$ cat src/rtl/uart_cipher_ctrl_pkg.sv
// Shared types and constants for the UART <-> block-cipher command controller.
package uart_cipher_ctrl_pkg;

  typedef enum logic [2:0] {
    ST_IDLE    = 3'd0,
    ST_RX_KEY  = 3'd1,
    ST_RX_TEXT = 3'd2,
    ST_START   = 3'd3,
    ST_WAIT    = 3'd4,
    ST_TX_RES  = 3'd5,
    ST_TX_TEXT = 3'd6
  } state_t;

  // Command byte layout: bit0 selects decrypt, bit1 selects crypt (else key load).
  localparam int CMD_DEC   = 0;
  localparam int CMD_CRYPT = 1;

  // Error status codes returned in place of the command echo.
  localparam logic [7:0] STAT_BAD_CMD = 8'h80;
  localparam logic [7:0] STAT_TIMEOUT = 8'h81;
  localparam logic [7:0] STAT_NO_KEY  = 8'h82;

  function automatic int max2(input int a, input int b);
    return (a > b) ? a : b;
  endfunction

  // Byte counter width; never narrower than one bit.
  function automatic int cnt_w(input int n);
    return (n < 2) ? 1 : $clog2(n);
  endfunction

endpackage

$ cat src/rtl/uart_cipher_ctrl_if.sv
// UART RX/TX and cipher-core signal bundle seen by the controller.
interface uart_cipher_ctrl_if #(
  parameter int KEY_BYTES   = 16,
  parameter int BLOCK_BYTES = 16
);
  logic                     i_Rx_fDone;
  logic [7:0]               i_Rx_Data;
  logic                     o_fTx;
  logic [7:0]               o_Tx_Data;
  logic                     i_Tx_fRdy;
  logic                     i_Tx_fDone;
  logic                     o_Core_fStart;
  logic                     o_Core_fDec;
  logic [KEY_BYTES*8-1:0]   o_Core_Key;
  logic [BLOCK_BYTES*8-1:0] o_Core_Text;
  logic                     i_Core_fDone;
  logic [BLOCK_BYTES*8-1:0] i_Core_Text;

  // Controller side.
  modport master (
    input  i_Rx_fDone, i_Rx_Data, i_Tx_fRdy, i_Tx_fDone, i_Core_fDone, i_Core_Text,
    output o_fTx, o_Tx_Data, o_Core_fStart, o_Core_fDec, o_Core_Key, o_Core_Text
  );

  // UART / core side.
  modport slave (
    output i_Rx_fDone, i_Rx_Data, i_Tx_fRdy, i_Tx_fDone, i_Core_fDone, i_Core_Text,
    input  o_fTx, o_Tx_Data, o_Core_fStart, o_Core_fDec, o_Core_Key, o_Core_Text
  );
endinterface

$ cat src/rtl/uart_cipher_ctrl_timeout.sv
// Inter-byte watchdog: counts enabled idle cycles and flags when the limit is reached.
module ctrl_timeout #(
  parameter int TIMEOUT_CYC = 1000000
) (
  input  logic clk,
  input  logic rst_n,
  input  logic clr,
  input  logic en,
  output logic expire
);
  localparam int TW = (TIMEOUT_CYC < 1) ? 1 : $clog2(TIMEOUT_CYC + 1);

  logic [TW-1:0] cnt;
  logic          at_limit;

  assign at_limit = (cnt == TW'(TIMEOUT_CYC));
  // A zero limit means the watchdog never fires.
  assign expire   = (TIMEOUT_CYC != 0) && en && at_limit;

  // Idle-cycle counter; parks at the limit so it cannot wrap.
  always_ff @(posedge clk) begin
    if (!rst_n || clr || !en) cnt <= '0;
    else if (!at_limit)       cnt <= cnt + 1'b1;
  end
endmodule

$ cat src/rtl/uart_cipher_ctrl.sv
// Byte-stream command framing between the UART pair and a block-cipher core.
module uart_cipher_ctrl
  import uart_cipher_ctrl_pkg::*;
#(
  parameter int KEY_BYTES   = 16,
  parameter int BLOCK_BYTES = 16,
  parameter int TIMEOUT_CYC = 1000000
) (
  input  logic                i_Clk,
  input  logic                i_Rst,
  uart_cipher_ctrl_if.master  bus,
  output logic [2:0]          o_State,
  output logic [7:0]          o_Err_Cnt
);
  localparam int MAXB = max2(KEY_BYTES, BLOCK_BYTES);
  localparam int CW   = cnt_w(MAXB);
  localparam int KW   = KEY_BYTES * 8;
  localparam int BW   = BLOCK_BYTES * 8;
  localparam int MW   = MAXB * 8;

  state_t         state, next;
  logic [CW-1:0]  byte_cnt;
  logic [MW-1:0]  rx_buf, rx_next;
  logic [KW-1:0]  key_reg;
  logic [BW-1:0]  text_reg;
  logic [1:0]     cmd;
  logic [7:0]     status, tx_data, err_cnt;
  logic           key_valid, tx_pend, ftx, core_start;
  logic           in_rx, in_tx, rx_ok, last_key, last_text;
  logic           tx_ack, tx_fire, crypt_ok, bad_cmd, no_key;
  logic           expire, tmo_clr, err_evt;

  assign in_rx     = (state == ST_RX_KEY) || (state == ST_RX_TEXT);
  assign in_tx     = (state == ST_TX_RES) || (state == ST_TX_TEXT);
  assign rx_ok     = in_rx && bus.i_Rx_fDone;
  assign last_key  = (byte_cnt == CW'(KEY_BYTES - 1));
  assign last_text = (byte_cnt == CW'(BLOCK_BYTES - 1));
  assign tx_ack    = in_tx && tx_pend && bus.i_Tx_fDone;
  assign tx_fire   = in_tx && !tx_pend && bus.i_Tx_fRdy;
  assign crypt_ok  = !status[7] && cmd[CMD_CRYPT];
  assign bad_cmd   = |bus.i_Rx_Data[7:2];
  assign no_key    = bus.i_Rx_Data[CMD_CRYPT] && !key_valid;
  // Incoming bytes land in the LSB so the first byte ends up in the MSB.
  assign rx_next   = (rx_buf << 8) | MW'(bus.i_Rx_Data);
  // Watchdog restarts on every accepted byte and on any state change.
  assign tmo_clr   = rx_ok || (state != next);

  ctrl_timeout #(.TIMEOUT_CYC(TIMEOUT_CYC)) u_timeout (
    .clk    (i_Clk),
    .rst_n  (i_Rst),
    .clr    (tmo_clr),
    .en     (in_rx),
    .expire (expire)
  );

  // State register.
  always_ff @(posedge i_Clk) begin
    if (!i_Rst) state <= ST_IDLE;
    else        state <= next;
  end

  // Next-state logic; a byte in the expiry cycle takes priority over the timeout.
  always_comb begin
    next = state;
    case (state)
      ST_IDLE: if (bus.i_Rx_fDone) begin
        if (bad_cmd || no_key)                next = ST_TX_RES;
        else if (bus.i_Rx_Data[CMD_CRYPT])    next = ST_RX_TEXT;
        else                                  next = ST_RX_KEY;
      end
      ST_RX_KEY: begin
        if (bus.i_Rx_fDone) begin
          if (last_key) next = ST_TX_RES;
        end else if (expire) next = ST_TX_RES;
      end
      ST_RX_TEXT: begin
        if (bus.i_Rx_fDone) begin
          if (last_text) next = ST_START;
        end else if (expire) next = ST_TX_RES;
      end
      ST_START:   next = ST_WAIT;
      ST_WAIT:    if (bus.i_Core_fDone) next = ST_TX_RES;
      ST_TX_RES:  if (tx_ack) next = crypt_ok ? ST_TX_TEXT : ST_IDLE;
      ST_TX_TEXT: if (tx_ack && last_text) next = ST_IDLE;
      default:    next = ST_IDLE;
    endcase
  end

  // Moore outputs decoded from the current state.
  always_comb begin
    core_start = (state == ST_START);
    o_State    = state;
  end

  // Error responses: malformed command, crypt without key, inter-byte timeout.
  always_comb begin
    err_evt = 1'b0;
    if (state == ST_IDLE && bus.i_Rx_fDone && (bad_cmd || no_key)) err_evt = 1'b1;
    if (in_rx && !bus.i_Rx_fDone && expire)                        err_evt = 1'b1;
  end

  // Byte counter: per received/transmitted byte, cleared on every state change.
  always_ff @(posedge i_Clk) begin
    if (!i_Rst || state != next)                           byte_cnt <= '0;
    else if (rx_ok || (state == ST_TX_TEXT && tx_ack))     byte_cnt <= byte_cnt + 1'b1;
  end

  // Saturating error counter.
  always_ff @(posedge i_Clk) begin
    if (!i_Rst)                          err_cnt <= '0;
    else if (err_evt && err_cnt != 8'hFF) err_cnt <= err_cnt + 8'd1;
  end

  // Datapath: command latch, frame assembly, core result capture, TX handshake.
  always_ff @(posedge i_Clk) begin
    if (!i_Rst) begin
      rx_buf    <= '0;
      key_reg   <= '0;
      text_reg  <= '0;
      cmd       <= '0;
      status    <= '0;
      key_valid <= 1'b0;
      tx_pend   <= 1'b0;
      ftx       <= 1'b0;
      tx_data   <= '0;
    end else begin
      ftx <= 1'b0;
      case (state)
        ST_IDLE: if (bus.i_Rx_fDone) begin
          if (bad_cmd)     status <= STAT_BAD_CMD;
          else if (no_key) status <= STAT_NO_KEY;
          else             cmd    <= bus.i_Rx_Data[1:0];
        end
        ST_RX_KEY, ST_RX_TEXT: begin
          if (bus.i_Rx_fDone) begin
            rx_buf <= rx_next;
            if (state == ST_RX_KEY && last_key) begin
              key_reg   <= rx_next[KW-1:0];
              key_valid <= 1'b1;
              status    <= {6'b0, cmd};
            end else if (state == ST_RX_TEXT && last_text) begin
              text_reg <= rx_next[BW-1:0];
            end
          end else if (expire) begin
            status <= STAT_TIMEOUT;
          end
        end
        ST_WAIT: if (bus.i_Core_fDone) begin
          text_reg <= bus.i_Core_Text;
          status   <= {6'b0, cmd};
        end
        ST_TX_RES, ST_TX_TEXT: begin
          if (tx_ack) begin
            tx_pend <= 1'b0;
            if (state == ST_TX_TEXT) text_reg <= text_reg << 8;
          end else if (tx_fire) begin
            ftx     <= 1'b1;
            tx_pend <= 1'b1;
            tx_data <= (state == ST_TX_RES) ? status : text_reg[BW-1 -: 8];
          end
        end
        default: ;
      endcase
    end
  end

  assign bus.o_fTx         = ftx;
  assign bus.o_Tx_Data     = tx_data;
  assign bus.o_Core_fStart = core_start;
  assign bus.o_Core_fDec   = cmd[CMD_DEC];
  assign bus.o_Core_Key    = key_reg;
  assign bus.o_Core_Text   = text_reg;
  assign o_Err_Cnt         = err_cnt;
endmodule
$ cat src/flat_wrapper.sv
// flat-port wrapper written by rule: the top's interface ports become plain ports
module uart_cipher_ctrl_flat import uart_cipher_ctrl_pkg::*;
#(
  parameter int KEY_BYTES   = 16,
  parameter int BLOCK_BYTES = 16,
  parameter int TIMEOUT_CYC = 1000000
)
  (i_Clk, i_Rst, o_State, o_Err_Cnt, bus_i_Rx_fDone, bus_i_Rx_Data, bus_i_Tx_fRdy, bus_i_Tx_fDone, bus_i_Core_fDone, bus_i_Core_Text, bus_o_fTx, bus_o_Tx_Data, bus_o_Core_fStart, bus_o_Core_fDec, bus_o_Core_Key, bus_o_Core_Text);
  uart_cipher_ctrl_if #(.KEY_BYTES(KEY_BYTES), .BLOCK_BYTES(BLOCK_BYTES)) bus_i ();
  input  logic i_Clk;
  input  logic i_Rst;
  output logic [2:0] o_State;
  output logic [7:0] o_Err_Cnt;
  input wire logic [$bits(bus_i.i_Rx_fDone)-1:0] bus_i_Rx_fDone;
  input wire logic [$bits(bus_i.i_Rx_Data)-1:0] bus_i_Rx_Data;
  input wire logic [$bits(bus_i.i_Tx_fRdy)-1:0] bus_i_Tx_fRdy;
  input wire logic [$bits(bus_i.i_Tx_fDone)-1:0] bus_i_Tx_fDone;
  input wire logic [$bits(bus_i.i_Core_fDone)-1:0] bus_i_Core_fDone;
  input wire logic [$bits(bus_i.i_Core_Text)-1:0] bus_i_Core_Text;
  output wire logic [$bits(bus_i.o_fTx)-1:0] bus_o_fTx;
  output wire logic [$bits(bus_i.o_Tx_Data)-1:0] bus_o_Tx_Data;
  output wire logic [$bits(bus_i.o_Core_fStart)-1:0] bus_o_Core_fStart;
  output wire logic [$bits(bus_i.o_Core_fDec)-1:0] bus_o_Core_fDec;
  output wire logic [$bits(bus_i.o_Core_Key)-1:0] bus_o_Core_Key;
  output wire logic [$bits(bus_i.o_Core_Text)-1:0] bus_o_Core_Text;
  assign bus_i.i_Rx_fDone = bus_i_Rx_fDone;
  assign bus_i.i_Rx_Data = bus_i_Rx_Data;
  assign bus_i.i_Tx_fRdy = bus_i_Tx_fRdy;
  assign bus_i.i_Tx_fDone = bus_i_Tx_fDone;
  assign bus_i.i_Core_fDone = bus_i_Core_fDone;
  assign bus_i.i_Core_Text = bus_i_Core_Text;
  assign bus_o_fTx = bus_i.o_fTx;
  assign bus_o_Tx_Data = bus_i.o_Tx_Data;
  assign bus_o_Core_fStart = bus_i.o_Core_fStart;
  assign bus_o_Core_fDec = bus_i.o_Core_fDec;
  assign bus_o_Core_Key = bus_i.o_Core_Key;
  assign bus_o_Core_Text = bus_i.o_Core_Text;
  uart_cipher_ctrl #(.KEY_BYTES(KEY_BYTES), .BLOCK_BYTES(BLOCK_BYTES), .TIMEOUT_CYC(TIMEOUT_CYC)) u_core (.i_Clk(i_Clk), .i_Rst(i_Rst), .bus(bus_i), .o_State(o_State), .o_Err_Cnt(o_Err_Cnt));
endmodule
$ cat config.mk
export PLATFORM = sky130hd
export DESIGN_NAME = uart_cipher_ctrl_flat
export DESIGN_NICKNAME = d
export VERILOG_FILES = /design/src/rtl/uart_cipher_ctrl_pkg.sv /design/src/rtl/uart_cipher_ctrl_if.sv /design/src/rtl/uart_cipher_ctrl_timeout.sv /design/src/rtl/uart_cipher_ctrl.sv /design/src/flat_wrapper.sv
export SDC_FILE = /design/constraint.sdc
export NUM_CORES = 1
export LEC_CHECK = 0
export ABC_AREA = 1
export CAP_MARGIN = 20
export CORE_ASPECT_RATIO = 1.2
export CORE_MARGIN = 3
export CORE_UTILIZATION = 40
export CTS_CLUSTER_DIAMETER = 200
export CTS_CLUSTER_SIZE = 30
export DETAILED_ROUTE_END_ITERATION = 8
export MAX_ROUTING_LAYER = met4
export PLACE_DENSITY = 0.64
export REMOVE_ABC_BUFFERS = 1
export SYNTH_ARGS = -nofsm -noshare
export SYNTH_HDL_FRONTEND = slang
export SYNTH_SLANG_ARGS = --single-unit
$ cat constraint.sdc
create_clock -name i_Clk -period 2.78 [get_ports i_Clk]
set_clock_uncertainty 0.15 [all_clocks]
set_input_delay 0.556 -clock i_Clk [delete_from_list [all_inputs] [get_ports i_Clk]]
set_output_delay 0.556 -clock i_Clk [all_outputs]
set_load 0.005 [all_outputs]
Yosys cells after proc, flatten, opt, wreduce, memory -nomap -nowiden
Cells that the tools add are included.
- register bits: 432
- input port bits: 142
- output and inout port bits: 278
- reduce and logical (&&, ||, !) cells: 46
- bitwise logic cells: 6
- equality and inequality tests: 20
- mux-type cells: 34
- add/subtract/negate cells: 3
- operator list (kind ; count):
    $mux 128 ; 6
    $pmux 128 s3 ; 1
    $or 128x8->128 ; 1
    $mux 8 ; 8
    $mux 3 ; 11
    $pmux 8 s3 ; 1
    $pmux 3 s7 ; 1
    $add 20x1->20 const B ; 1
    $eq 20x20->1 const B ; 1
    $logic_and 1x1->1 ; 17
    $eq 3x3->1 const B ; 3
    $add 8x1->8 const B ; 1
    $logic_or 1x1->1 ; 8
    $ne 2x2->1 const B ; 4
    $ne 8x8->1 const B ; 1
    $reduce_and 7->1 ; 1
    $eq 3x2->1 const B ; 2
    $logic_not 1->1 ; 6
    $ne 2x1->1 const B ; 3
    $ne 3x2->1 const B ; 2
    $reduce_and 3->1 ; 2
    $reduce_and 6->1 ; 1
    $reduce_bool 3->1 ; 2
    $reduce_or 6->1 ; 1
    other kinds (14) ; 24

Depth between registers and ports, before layout
Gate-level depths: netlist (run 1).
- depth after elaboration: 11
- depth in mapped cells: 15

Cells and area by module
From an unflattened synthesis (run 1), not the netlist that was laid out.
- cells, all modules: 2238
- area, all modules: 17275.3 um^2
- by module, submodules not included (module ; cells an instance ; area an instance (um^2) ; instances ; seq. area each (um^2)):
    uart_cipher_ctrl ; 2053 ; 16102.9 ; 1 ; 8147.8
    ctrl_timeout ; 185 ; 1172.4 ; 1 ; 400.4

Worst setup path after synthesis (run 1)
OpenSTA, ideal clock, no wires.
- kind: input -> register
- from: input bus_i_Rx_Data[4]
- to: register u_core.u_timeout.cnt[5]
- slack: 0.813 ns
- setup time: 0.062 ns
- stages: 12
- arrival time: 1.756 ns
- buffers on the path: 1
- cell sequence: nor2_1 -> nand2_1 -> nor2_1 -> nand2_1 -> nand2_1 -> nand3_1 -> nor2_1 -> a21oi_1 -> nor2_1 -> nand3_2 -> buf_6 -> nor2_2
- word-level cells in the longest chain between the ends: 9
- RTL lines (item ; RTL line ; text):
    from (decl) ; flat_wrapper.sv:15 ; input wire logic [$bits(bus_i.i_Rx_Data)-1:0] bus_i_Rx_Data;
    $reduce_or 6->1 ; uart_cipher_ctrl.sv:41 ; assign bad_cmd = |bus.i_Rx_Data[7:2];
    $logic_or 1x1->1 ; uart_cipher_ctrl.sv:67 ; if (bad_cmd || no_key) next = ST_TX_RES;
    $mux 3 ; uart_cipher_ctrl.sv:67 ;
    $mux 3 ; uart_cipher_ctrl.sv:66 ; ST_IDLE: if (bus.i_Rx_fDone) begin
    $pmux 3 s7 ; uart_cipher_ctrl.sv:65 ; case (state)
    $ne 3x3->1 ; uart_cipher_ctrl.sv:46 ; assign tmo_clr = rx_ok || (state != next);
    $logic_or 1x1->1 ; uart_cipher_ctrl.sv:46 ;
    $logic_or 1x1->1 (2 in a row) ; uart_cipher_ctrl_timeout.sv:22 ; if (!rst_n || clr || !en) cnt <= '0;
    to (signal assigned) ; uart_cipher_ctrl_timeout.sv:23 ; else if (!at_limit) cnt <= cnt + 1'b1;
    to (decl) ; uart_cipher_ctrl_timeout.sv:13 ; logic [TW-1:0] cnt;
No other way between the ends.
A chain may end at the register's enable or synchronous reset.

Worst setup path after layout (run 1)
- from: register u_core.state[0], in the netlist u_core.o_State[0]
- to: output bus_o_Core_fStart
- word-level cells in the longest chain between the ends: 1
- RTL lines (item ; RTL line ; text):
    from (decl) ; uart_cipher_ctrl.sv:21 ; state_t state, next;
    from (signal assigned) ; uart_cipher_ctrl.sv:59 ; else state <= next;
    $eq 3x2->1 ; uart_cipher_ctrl.sv:91 ; core_start = (state == ST_START);
    to (decl) ; flat_wrapper.sv:22 ; output wire logic [$bits(bus_i.o_Core_fStart)-1:0] bus_o_Core_fStart;
No other way between the ends.

==> results of run 1 <==
## worst min-delay path: stages
cell and delay (ps):
buf_8 190, nand2_1 110, a21oi_1 30
## report_power, final
group          internal, W  switching (W)
clock              0.00126        0.00199
combinational      0.00219        0.00239
sequential         0.00696       0.000785
## synthesized netlist by cell type, types with 3 or more instances
cell type	number
o21ai_0	366
nand3_1	20
xor2_1	17
dfxtp_1	427
nor2_1	532
o21ai_1	20
nand2_1	108
a21oi_1	269
inv_1	68
nor3_1	6
a31oi_1	9
nand3_2	3
inv_2	9
nor2_2	21
a221oi_1	8
buf_2	38
xnor2_1	5
clkbuf_1	116
buf_1	11
nand4_1	11
nand2_2	4
a22o_1	112
ha_1	4
## sequential cells by signal, summed over array words and instances, names as in the netlist
signal                  count
u_core.status               3
u_core.bus.o_Core_Text    128
u_core.o_Err_Cnt            8
u_core.rx_buf             120
u_core.bus.o_Core_Key     128
u_core.o_State              3
u_core.byte_cnt             4
u_core.bus.o_fTx            1
u_core.key_valid            1
u_core.cmd                  2
u_core.u_timeout.cnt       20
u_core.tx_pend              1
u_core.bus.o_Tx_Data        8
## cell families after synthesis
logic type | count (synthesis)
xor+xnor | 22
mux | 1
compound gates | 791
simple gates | 713
flops | 427
buf+inv | 248
fa+ha+maj | 4
## worst min path at each step
stage	startpoint	end	slack (ps)
final	i_Rst	u_core.o_Err_Cnt[4]	230
after global routing	i_Rst	u_core.bus.o_fTx	220
after CTS	i_Rst	u_core.bus.o_fTx	210
after detailed placement	u_core.key_valid	u_core.key_valid	300
after global placement	u_core.status[1]	u_core.status[1]	300
after floorplan	u_core.status[0]	u_core.status[0]	270
## layout make-up
type,count,area [µm²]
Fill cell,3988,19600
Tap cell,546,683
Timing Repair Buffer,459,4710
Clock inverter,1,30.0
Inverter,79,309
Clock buffer,19,475
Multi-Input combinational cell,1531,7570
Antenna cell,6,15.0
Sequential cell,427,8550
## layer usage
layer	up-vias	global-route usage, %
met2	552	41.3
met1	7877	30.3
met4	0	9.23
met5	-	-
li1	8061	-
met3	99	5.26
## through the flow
stage	power [W]	hold WS, ps	util [%]	setup TNS (ps)	cell area (µm²)
6_report	0.0156	229	53.3	0	22300
5_1_grt	0.0164	219	53.2	0	22300
3_5_place_dp	0.0124	301	52.0	-3940	21800
2_1_floorplan	0.00975	274	-	-1356200	16400
4_1_cts	0.0157	210	53.2	0	22300
3_3_place_gp	0.0124	296	52.0	-3460	21800
==> run summary, run 1 <==
Outcome = finished clean
Metal3 WL = 4.15 mm
Max layer used = met4
DR vias/cell = 5.41
Synth Area in XOR/XNOR = 1.13%
Crit-path max FO = 8
Chip Width = 195 µm
Largest family of logic cells by synthesized area = compound AO/OA/AOI/OAI gates
Initial core utilization = 40.8%
Core area = 0.0420 mm²
Initial antenna violation count = 4
Final nets = 2662
Drt pass-1 iters = 5
DIE AREA = 0.0453 mm²
FF-to-FF path depth = 9
Clk buf depth = 3
CTS buffer count = 18
Total grt overflow = 0
CP Buf/Inv Count = 2
RSZ-0062 raised after global routing = no
Hold Crit Class = in2reg
Cell variety after synth = 42
Total wire length = 58.2 mm
Area Growth Syn to Fin = 30.6%
DP Cell Count = 3042
Post-synthesis register bit count = 427
Max frequency = 390 MHz
Max IR drop VDD = 0.444 mV
Crit Reg-Reg Endpoint = u_core.status[1]
Synth Area per Inst = 7.76 µm²
Worst path depth = 3
Setup Buffers After CTS = 0
Worst-path clk slew = 120 ps
Commonest non-fill, non-tap cell in the layout = nor2_1
Rel. slew slack = 40.3%
Netlist Area Pre-Place = 0.0171 mm²
Adder-cell area share of the yosys netlist = 0.293%
R2R setup slack = 300 ps
Share of layout cells above drive strength 1 = 4.29%
Post-synthesis mux area share = 0.0658%
CP required = 2070 ps
CP Class = reg2out
Worst EP arrival = 1860 ps
Slew Viols, Final = 0
Number of synthesized flops with an enable pin = 0
Number of cells in the finished layout apart from fillers = 3068
Final Hold Vio Count = 0
Met2 WL = 27.9 mm
Die height = 233 µm
CP Capture Type = primary output
Detail Placement HPWL = 37.4 mm
Synth Area in Simple Gates = 16.7%
Reg2reg start = u_core.o_State[0]
I/O pin cnt = 420
Clock Latency Late Sink = 560 ps
Number of remaining DRC errors = 0
Met1 WL = 24.0 mm
Post-synth top area share = 50.0%
Crit-path max cell delay = 540 ps
Crit. Startpoint = u_core.o_State[0]
Minimum clock period = 2570 ps
Hold Buf Count CTS = 0
Synth Area in Compound Gates = 25.9%
YS warnings = 0
Power Density = 697 mW/mm²
Routability cong. = 0.882
Seq/Total Area, Yosys = 50.0%
PnR worst setup slack = 214 ps
Worst slew pin tran = 896 ps
CP top delay family = buffers and inverters
Root Buffer = clkbuf_16
CTS resizes = 0
Top_reg_cell synth = dfxtp_1
Via count = 16600
Worst path cell trace = nand3_1, inv_1, clkdlybuf4s50_1
Worst Setup EP = bus_o_Core_fStart
Htree depth = 1
Slowest-stage cell, CP = dfxtp_1
GRT Total Usage = 25.0%
CTS tree = yes
Mapped Cells = 2206
First-pass GRT wire length = 89.8 mm
Asr flop ratio synth = 0%
Leakage = 9.11 nW
Final worst path period share = 92.3%
Startpoint Class = register
Drt first-iter violations = 1069
Final setup viols = 0
Max cap viols = 0
Port Buffers = 419
Post-DRT Antenna Nets = 0
Largest net degree at the start of global routing = 129
Sink Count = 427
Ranking of synthesized cells by area = dfxtp_1, nor2_1, o21ai_0
Yosys top cell by area = dfxtp_1
Site row count = 82
Number of global-route vias before repair = 15700
Hold Path Depth = 3
Highest-count cells in the layout ignoring fill and taps = nor2_1, dfxtp_1, clkdlybuf4s50_1, o21ai_0, a21oi_1
Pre-CTS WS = -181 ps
Drt wl/cell = 19.0 µm
Note: power is estimated with default switching activity, not from simulation.
==> inputs of run 2 (changes only) <==
--- a/config.mk
+++ b/config.mk
@@ -15,7 +15,6 @@
 export DETAILED_ROUTE_END_ITERATION = 8
 export MAX_ROUTING_LAYER = met4
 export PLACE_DENSITY = 0.64
-export REMOVE_ABC_BUFFERS = 1
 export SYNTH_ARGS = -nofsm -noshare
 export SYNTH_HDL_FRONTEND = slang
 export SYNTH_SLANG_ARGS = --single-unit
==> constraint.sdc (replaced) <==
create_clock -name i_Clk -period 2.8 [get_ports i_Clk]
set_clock_uncertainty 0.15 [all_clocks]
set_input_delay 0.56 -clock i_Clk [delete_from_list [all_inputs] [get_ports i_Clk]]
set_output_delay 0.56 -clock i_Clk [all_outputs]
set_load 0.005 [all_outputs]
==> run 2 against run 1 <==
  * Final cell count is essentially flat
  * Design area hardly changed
  * Highest routed layer unchanged
  * Sequential share of layout area is essentially flat
  * Utilization about the same
  * Critical path type unchanged
  * First-iteration DRC count rose by 38%
  * Wire length is 5.1% higher
==> run summary, run 2 (synthesized netlist as in run 1, its figures left out) <==
Outcome = finished clean
Internal Power = 0.0103 W (-0.61%)
Final worst path period share = 93.8%
Core area = 0.0420 mm² (unchanged)
Power Density = 697 mW/mm² (about the same)
I/O pin cnt = 420 (unchanged)
Number of global-route vias before repair = 15800 (+0.50%)
Largest net degree at the start of global routing = 116 (-10%)
Drt wl/cell = 19.9 µm (+5.2%)
Reg2reg start = u_core.o_State[1]
CTS resizes = 0 (unchanged)
Pre-CTS WS = 80.3 ps (+261 ps)
Drt pass-1 iters = 8 (+3)
Port Buffers = 419 (unchanged)
Total wire length = 61.1 mm (+5.1%)
Htree depth = 1 (unchanged)
Switching share of power = 33.6% (+0.45 points)
Total grt overflow = 0 (unchanged)
Startpoint Class = register
CP Class = reg2out
Clk pwr share = 20.5% (-0.4 points)
Setup Buffers After CTS = 0 (unchanged)
Initial core utilization = 40.8% (unchanged)
Switching power = 0.00524 W (+1.4%)
Number of remaining DRC errors = 0 (unchanged)
Post-DRT Antenna Nets = 0 (unchanged)
Max frequency = 381 MHz
Hold Buf Count CTS = 0 (unchanged)
Worst slew pin tran = 820 ps (-76.1 ps)
DIE AREA = 0.0453 mm² (unchanged)
Chip Width = 195 µm (unchanged)
Clock Latency Late Sink = 550 ps (about the same)
Crit. Startpoint = u_core.o_State[2]
Final nets = 2662 (unchanged)
CP Capture Type = primary output
Hold_sp = i_Rst
Hold Crit Class = in2reg
Drt first-iter violations = 1473 (+38%)
Commonest non-fill, non-tap cell in the layout = nor2_1
Rel. slew slack = 45.4% (+5.1 points)
Final Hold Vio Count = 0 (unchanged)
GRT Total Usage = 26.2% (+1.3 points)
CTS buffer count = 18 (unchanged)
First-pass GRT wire length = 93.7 mm (+4.3%)
Leakage = 9.12 nW (+0.12%)
Final setup viols = 0 (unchanged)
Max cap viols = 0 (unchanged)
Highest-count cells in the layout ignoring fill and taps = nor2_1, dfxtp_1, clkdlybuf4s50_1, o21ai_0, a21oi_1
Crit-path max FO = 8 (unchanged)
Root Buffer = clkbuf_16
Reg power frac = 50.2% (+0.5 points)
Detail Placement HPWL = 41.4 mm (+11%)
CTS tree = yes
Clk buf depth = 3 (unchanged)
RSZ-0062 raised after global routing = no
Slew Viols, Final = 0 (unchanged)
Die height = 233 µm (unchanged)
Worst EP arrival = 1920 ps (+60 ps)
Routability cong. = 0.916 (+3.9%)
Worst-path clk slew = 120 ps (about the same)
Mapped Nets = 2352
Sink Count = 427 (unchanged)
Fill count = 4001 (+0.33%)
Minimum clock period = 2630 ps
Area Growth Syn to Fin = 30.7% (about the same)
Max IR drop VDD = 0.421 mV (-5.3%)
PnR worst setup slack = 173 ps (-41.4 ps)
CP required = 2090 ps (+20 ps)
Pwr Total = 0.0156 W (about the same)
Combinational Power Share = 29.3% (about the same)
Share of layout cells above drive strength 1 = 4.29% (unchanged)
Initial antenna violation count = 3 (-1)
Site row count = 82 (unchanged)
DR vias/cell = 5.44 (+0.53%)
Via count = 16700 (+0.43%)
Setup tns final = 0 ps (unchanged)
-- run 2: routing by layer --
metal / vias to the layer above / part of all wire, % / GRT usage (%)
li1: 8061 / - / -
met1: 7893 / 42 / 33.7
met2: 625 / 49 / 43.9
met3: 81 / 6.5 / 4.03
met4: 0 / 2.5 / 6.22
met5: - / 0 / -
-- run 2: final timing paths --
check / cells past startpoint / to / slack [ps]
min: 3 / u_core.bus.o_fTx / 280
max: 4 / bus_o_Core_fStart / 170
min reg2reg: 2 / u_core.status[0] / 320
max reg2reg: 10 / u_core.bus.o_Core_Text[93] / 400
-- run 2: layout make-up --
| cell class | instances | area [µm²] | share of cell area, % |
|---|---|---|---|
| inverters | 79 | 309 | 1.38 |
| flip-flops and latches | 427 | 8550 | 38.2 |
| repair buffers | 459 | 4720 | 21.1 |
| well taps | 546 | 683 | 3.06 |
| multi-input cells | 1531 | 7570 | 33.9 |
| diodes | 3 | 7.51 | 0.0336 |
| clock inverters | 1 | 30.0 | 0.134 |
| clock buffers | 19 | 475 | 2.13 |
-- run 2: power by group through the flow --
stage	Combinational [W]	Sequential [W]	Clock [W]
6_report	0.00457	0.00782	0.00320
5_1_grt	0.00499	0.00791	0.00347
4_1_cts	0.00457	0.00780	0.00327
3_5_place_dp	0.00455	0.00792	0
3_3_place_gp	0.00450	0.00792	0
2_1_floorplan	0.00224	0.00763	0
-- run 2: critical path, stage by stage (launching register included) --
cell             delay (ps)
dfxtp_1                 580
inv_2                   140
nand3_1                 130
inv_1                    50
clkdlybuf4s50_1         470
-- run 2: per-stage QoR --
stage | hold slack, ps | area, µm² | util, % | cells
floorplan | 275 | 17100 | - | 2206
global placement | 296 | 21800 | 52.0 | 3042
detailed placement | 303 | 21800 | 52.0 | 3042
CTS | 261 | 22300 | 53.3 | 3062
global route | 290 | 22400 | 53.3 | 3065
finish | 279 | 22400 | 53.3 | 3065
==> inputs of run 3 (changes only) <==
--- a/config.mk
+++ b/config.mk
@@ -15,6 +15,7 @@
 export DETAILED_ROUTE_END_ITERATION = 8
 export MAX_ROUTING_LAYER = met4
 export PLACE_DENSITY = 0.64
+export SETUP_SLACK_MARGIN = 0.02
 export SYNTH_ARGS = -nofsm -noshare
 export SYNTH_HDL_FRONTEND = slang
 export SYNTH_SLANG_ARGS = --single-unit
==> results of run 3 <==
Final layout, timing and power as in run 2 (identical DEF).
